[config.mk]
export PLATFORM = sky130hd
export DESIGN_NAME = capture_ctrl
export DESIGN_NICKNAME = d
export VERILOG_FILES = /design/src/rtl/capture_ctrl.sv
export SDC_FILE = /design/constraint.sdc
export NUM_CORES = 1
export LEC_CHECK = 0
export CORE_MARGIN = 5
export CORE_UTILIZATION = 53
export DETAILED_ROUTE_END_ITERATION = 10
export PLACE_DENSITY = 0.78
export SLEW_MARGIN = 30
export SYNTH_ARGS = -nofsm -noshare
export SYNTH_HDL_FRONTEND = slang
export SYNTH_SLANG_ARGS = --single-unit
[constraint.sdc]
create_clock -name clk -period 2.8 [get_ports clk]
set_input_delay 0.56 -clock clk [delete_from_list [all_inputs] [get_ports clk]]
set_output_delay 0.56 -clock clk [all_outputs]
set_load 0.05 [all_outputs]
[src/rtl/capture_ctrl.sv]
// capture_ctrl -- sample-RAM capture sequencer for a logic-analyser style core.
// Fills a circular sample RAM with pre-trigger history, waits for a trigger,
// records trig_pos post-trigger samples, then holds DONE until the host acks.
// Optional feature macro: AUTO_TRIG_EN (forces a trigger after AUTO_TMO armed
// samples when no real trigger arrives).
//
// Handshake note: capture_start and clr_cap_done are single-cycle requests
// accepted only in IDLE and DONE respectively; smpl_en is a one-cycle strobe
// that, in PRETRIG/ARMED/POSTTRIG, is forwarded combinationally to we and
// advances waddr on the following edge.
module capture_ctrl #(
   parameter int          AW       = 9,
   parameter logic [15:0] AUTO_TMO = 16'd1024
) (
   input  logic          clk,
   input  logic          rst,
   input  logic          capture_start,
   input  logic [AW-1:0] trig_pos,
   input  logic          smpl_en,
   input  logic          triggered,
   input  logic          clr_cap_done,
   output logic          armed,
   output logic          set_capture_done,
   output logic          capture_done,
   output logic          we,
   output logic [AW-1:0] waddr,
   output logic [AW-1:0] trig_addr,
   output logic          auto_trigd,
   output logic [2:0]    dbg_state
);

   typedef enum logic [2:0] {
      S_IDLE     = 3'd0,
      S_PRETRIG  = 3'd1,
      S_ARMED    = 3'd2,
      S_POSTTRIG = 3'd3,
      S_DONE     = 3'd4
   } state_t;

   localparam logic [AW-1:0] ONE_AW  = AW'(1);
   localparam logic [AW:0]   CNT_ONE = (AW+1)'(1);
   localparam logic [AW:0]   DEPTH   = {1'b1, {AW{1'b0}}};

   state_t        state_q, state_d;
   logic [AW-1:0] waddr_q, waddr_d;
   logic [AW-1:0] trig_addr_q, trig_addr_d;
   logic [AW-1:0] trig_pos_q, trig_pos_d;
   logic [AW:0]   pre_cnt_q, pre_cnt_d;
   logic [AW:0]   post_cnt_q, post_cnt_d;
   logic          auto_q, auto_d;
   logic          set_cd_q, set_cd_d;
   logic          we_c;

   logic [AW-1:0] waddr_inc;
   logic [AW:0]   pre_inc;
   logic [AW:0]   post_inc;
   logic [AW:0]   pre_tgt;
   logic [AW:0]   post_tgt;

`ifdef AUTO_TRIG_EN
   logic [15:0] tmo_q, tmo_d;
   logic        tmo_hit;

   // Timeout fires on the armed sample that brings the count up to AUTO_TMO.
   always_comb begin
      tmo_hit = (tmo_q >= AUTO_TMO) ||
                (smpl_en && ((tmo_q + 16'd1) >= AUTO_TMO));
   end
`else
   logic tmo_hit;
   logic unused_tmo;
   assign tmo_hit    = 1'b0;
   assign unused_tmo = ^AUTO_TMO;
`endif

   assign waddr_inc = waddr_q + ONE_AW;
   assign pre_inc   = pre_cnt_q + CNT_ONE;
   assign post_inc  = post_cnt_q + CNT_ONE;
   // Pre-trigger depth is whatever the RAM holds beyond the post-trigger window.
   assign pre_tgt   = DEPTH - {1'b0, trig_pos_q};
   assign post_tgt  = {1'b0, trig_pos_q};

   // Next-state, counter and write-path logic.
   always_comb begin
      state_d     = state_q;
      waddr_d     = waddr_q;
      trig_addr_d = trig_addr_q;
      trig_pos_d  = trig_pos_q;
      pre_cnt_d   = pre_cnt_q;
      post_cnt_d  = post_cnt_q;
      auto_d      = auto_q;
      we_c        = 1'b0;
`ifdef AUTO_TRIG_EN
      tmo_d       = tmo_q;
`endif

      case (state_q)
         S_IDLE: begin
            if (capture_start) begin
               state_d    = S_PRETRIG;
               trig_pos_d = trig_pos;
               pre_cnt_d  = '0;
               post_cnt_d = '0;
               auto_d     = 1'b0;
            end
         end

         S_PRETRIG: begin
            we_c = smpl_en;
            if (smpl_en) begin
               waddr_d   = waddr_inc;
               pre_cnt_d = pre_inc;
               if (pre_inc == pre_tgt) begin
                  state_d = S_ARMED;
`ifdef AUTO_TRIG_EN
                  tmo_d   = '0;
`endif
               end
            end
         end

         S_ARMED: begin
            we_c = smpl_en;
            if (smpl_en) begin
               // A write in the trigger cycle still belongs to the history.
               waddr_d   = waddr_inc;
               pre_cnt_d = pre_inc;
`ifdef AUTO_TRIG_EN
               if (tmo_q != 16'hFFFF) begin
                  tmo_d = tmo_q + 16'd1;
               end
`endif
            end
            if (triggered || tmo_hit) begin
               trig_addr_d = waddr_q;
               post_cnt_d  = '0;
               auto_d      = !triggered && tmo_hit;
               if (trig_pos_q == '0) begin
                  state_d = S_DONE;
               end else begin
                  state_d = S_POSTTRIG;
               end
            end
         end

         S_POSTTRIG: begin
            we_c = smpl_en;
            if (smpl_en) begin
               waddr_d    = waddr_inc;
               post_cnt_d = post_inc;
               if (post_inc == post_tgt) begin
                  state_d = S_DONE;
               end
            end
         end

         S_DONE: begin
            if (clr_cap_done) begin
               state_d = S_IDLE;
            end
         end

         default: begin
            state_d = S_IDLE;
         end
      endcase

      set_cd_d = (state_d == S_DONE) && (state_q != S_DONE);
   end

   // State and datapath registers; reset dominates every other input.
   always_ff @(posedge clk) begin
      if (rst) begin
         state_q     <= S_IDLE;
         waddr_q     <= '0;
         trig_addr_q <= '0;
         trig_pos_q  <= '0;
         pre_cnt_q   <= '0;
         post_cnt_q  <= '0;
         auto_q      <= 1'b0;
         set_cd_q    <= 1'b0;
      end else begin
         state_q     <= state_d;
         waddr_q     <= waddr_d;
         trig_addr_q <= trig_addr_d;
         trig_pos_q  <= trig_pos_d;
         pre_cnt_q   <= pre_cnt_d;
         post_cnt_q  <= post_cnt_d;
         auto_q      <= auto_d;
         set_cd_q    <= set_cd_d;
      end
   end

`ifdef AUTO_TRIG_EN
   // Armed-sample timeout counter.
   always_ff @(posedge clk) begin
      if (rst) begin
         tmo_q <= '0;
      end else begin
         tmo_q <= tmo_d;
      end
   end
`endif

   assign armed            = (state_q == S_ARMED);
   assign capture_done     = (state_q == S_DONE);
   assign set_capture_done = set_cd_q;
   assign we               = we_c;
   assign waddr            = waddr_q;
   assign trig_addr        = trig_addr_q;
`ifdef AUTO_TRIG_EN
   assign auto_trigd       = auto_q && ((state_q == S_POSTTRIG) || (state_q == S_DONE));
`else
   assign auto_trigd       = 1'b0;
`endif
   assign dbg_state        = state_q;

endmodule

==> flow_summary.json <==
{
  "clkLatencyLatePin_ns": 0.30,
  "min_path_type": "reg -> reg",
  "synthArstFlopShare_pct": 0,
  "rrSetupSlack_ns": 0.30,
  "max_stage_delay_ns": 0.81,
  "hold_slack_ns": 0.4626,
  "n_fill_cell": 492,
  "crit_fanout": 9,
  "synth_area_per_cell_sq_um": 7.682,
  "clock_path_buffers": 2,
  "synth_commonest_cells": "nand2_1, dfxtp_1, a21oi_1",
  "endpoint": "capture_done",
  "antenna_found_initial": 0,
  "fin_crit_ns": 2.517,
  "drive_gt1_share_pct": 5.556,
  "ys_seq_area_share_pct": 34.98,
  "portBuffers": 39,
  "ys_top_cells_by_area": "dfxtp_1, a21oi_1, nand2_1, xnor2_1, o21ai_0",
  "synth-edff-count": 0,
  "cts_hold_buffers": 0,
  "start_util_pct": 53.67,
  "syn_inst": 380,
  "grt_max_degree": 27,
  "synth-seq-cells": 51,
  "crit_slowest_cell": "clkdlybuf4s50_1",
  "cts_sinks": 51,
  "leakage_nw": 1.231,
  "yosysTopAreaCell": "dfxtp_1",
  "cp.required_ns": 2.24,
  "grt_pass1_wl_mm": 12.63,
  "grt_pass1_vias": 2749,
  "crit_arrival_ns": 1.96,
  "syn_nets": 400,
  "dp_hpwl_mm": 5.346,
  "fin_skew_ns": 0.006064,
  "final_nets": 433,
  "detail-route-antenna-nets": 0,
  "gp_routability_congestion": 0.9743,
  "area_growth_pct": 18.26,
  "routed_via_density": 5.757,
  "drt-pass1-iter-count": 4,
  "vias": 2798,
  "slew_headroom_pct": 63.51,
  "die_w_um": 84.22,
  "core_sq_um": 5439,
  "yosysMostFrequentCell": "nand2_1",
  "startpoint_type": "flip-flop",
  "hold_viol_final": 0,
  "cts_resized": 0,
  "synth_area_sq_um": 2919,
  "crit_cells": 4,
  "synth_top_area_share_pct": 34.98,
  "drv_slew": 0,
  "fp.dieH_um": 84.22,
  "crit_family": "buffers and inverters",
  "synthDistinctLibCells": 52,
  "diodes": 0,
  "rsz0062_at_grt": "no",
  "wl_per_cell_um": 14.90,
  "path_clk_slew_ns": 0.09,
  "p_per_area_nw_per_um2": 420.9,
  "end_kind": "primary output",
  "dieArea_sq_um": 7092,
  "drt_drc_violations_left": 0,
  "startpoint": "dbg_state[1]",
  "postCtsSetupRepairBufs": 0,
  "ios": 41,
  "worst_pin_slew_ns": 0.5457,
  "root_buffer": "clkbuf_8",
  "path_cells": "nor2_1 > nand2_1 > inv_1 > clkdlybuf4s50_1",
  "setup_viol": 0,
  "first_iter_violations": 192,
  "num_rows": 27,
  "fmax_mhz": 397.3,
  "ys_warn_count": 0,
  "grt_use_total_pct": 21.25,
  "grt_remaining_overflow": 0,
  "r2r_end": "dbg_state[1]",
  "finalPower_mw": 1.453,
  "peakVddDrop_uv": 281.1,
  "cts_made_buffers": 5,
  "path_class": "reg -> out",
  "r2r-start": "trig_pos_q[2]",
  "htree_levels": 2,
  "period_share_pct": 89.88,
  "synth_top_flop_cell": "dfxtp_1",
  "status": "finished clean",
  "critPathBufInv": 2,
  "tns_ns": 0,
  "routed_wl_mm": 7.241,
  "maxCapViolCount": 0,
  "cts_tree": "yes",
  "rr_worst_depth": 8
}
## cells in the final DEF (no fill, tap or decap), types with 3 or more instances in the layout
master            n
a21oi_1          43
a31oi_1           4
and3_1            4
buf_4             6
clkbuf_8          5
clkdlybuf4s50_1  37
dfxtp_1          51
ha_1              5
inv_1            12
nand2_1          55
nand2b_1          4
nand3_1          15
nand4_1           8
nand4b_1          3
nor2_1           33
nor2b_1           5
nor3_1            6
nor4_1            7
o21ai_0          25
or3_1             9
or4_1             4
xnor2_1          20
xor2_1           12
## registers in the layout, indices dropped and copies added (netlist names)
name,count
post_cnt_q,10
pre_cnt_q,10
trig_addr,9
trig_pos_q,9
waddr,9
dbg_state,3
set_capture_done,1
## power by group
part	switching (mW)	leakage, nW	internal, mW
clock network	0.243	0.0422	0.176
logic	0.149	0.776	0.118
registers	0.0280	0.413	0.739
## metrics by stage
| stage | area, sq um | setup WS [ns] | cells | utilization, % |
|---|---|---|---|---|
| after global placement | 3368 | 0.4669 | 478 | 61.93 |
| after global routing | 3452 | 0.1449 | 486 | 63.47 |
| after detailed placement | 3368 | 0.4129 | 478 | 61.93 |
| final | 3452 | 0.2833 | 486 | 63.47 |
| after floorplan | 2924 | 0.005331 | 380 | - |
| after CTS | 3450 | 0.05269 | 486 | 63.42 |
## how the worst min path moves through the flow
stage | from | end | depth (start not counted)
after floorplan | trig_pos_q[8] | trig_pos_q[8] | 2
after global placement | trig_addr[0] | trig_addr[0] | 2
after detailed placement | trig_addr[4] | trig_addr[4] | 2
after CTS | trig_addr[4] | trig_addr[4] | 2
after global routing | trig_addr[4] | trig_addr[4] | 2
final | trig_addr[5] | trig_addr[5] | 2
## per-layer routing
metal	part of all wire, %	track usage (%)
met4	1.3	6.579
met2	46	33.07
met1	47	29.43
met3	5.3	4.612
met5	0	0
## worst register-to-register path: cells and delay by family (launching register included)
family / cells / cell delay, ns
flip-flops: 1 / 0.41
XOR/XNOR: 2 / 0.30
adder cells (fa/ha/maj): 1 / 0.29
AO/OA/AOI/OAI: 1 / 0.19
AND/OR/NAND/NOR: 4 / 1.25
## cell families after synthesis
kind of cell / Yosys count / synth area share, %
flops: 51 / 34.98
mux: 2 / 0.6858
buf+inv: 31 / 4.672
xor+xnor: 33 / 10.16
fa+ha+maj: 5 / 2.143
other cells: 1 / 0.1285
simple gates: 168 / 29.70
compound gates: 89 / 17.53
## cell type report
| type | count | area [sq um] | area share (%) |
|---|---|---|---|
| Sequential cell | 51 | 1021 | 29.58 |
| Clock buffer | 7 | 76.32 | 2.211 |
| Inverter | 12 | 45.04 | 1.305 |
| Timing Repair Buffer | 45 | 447.9 | 12.98 |
| Clock inverter | 1 | 5.005 | 0.1450 |
| Multi-Input combinational cell | 298 | 1767 | 51.18 |
| Tap cell | 72 | 90.09 | 2.610 |
Power figures use the tool's default switching activity.
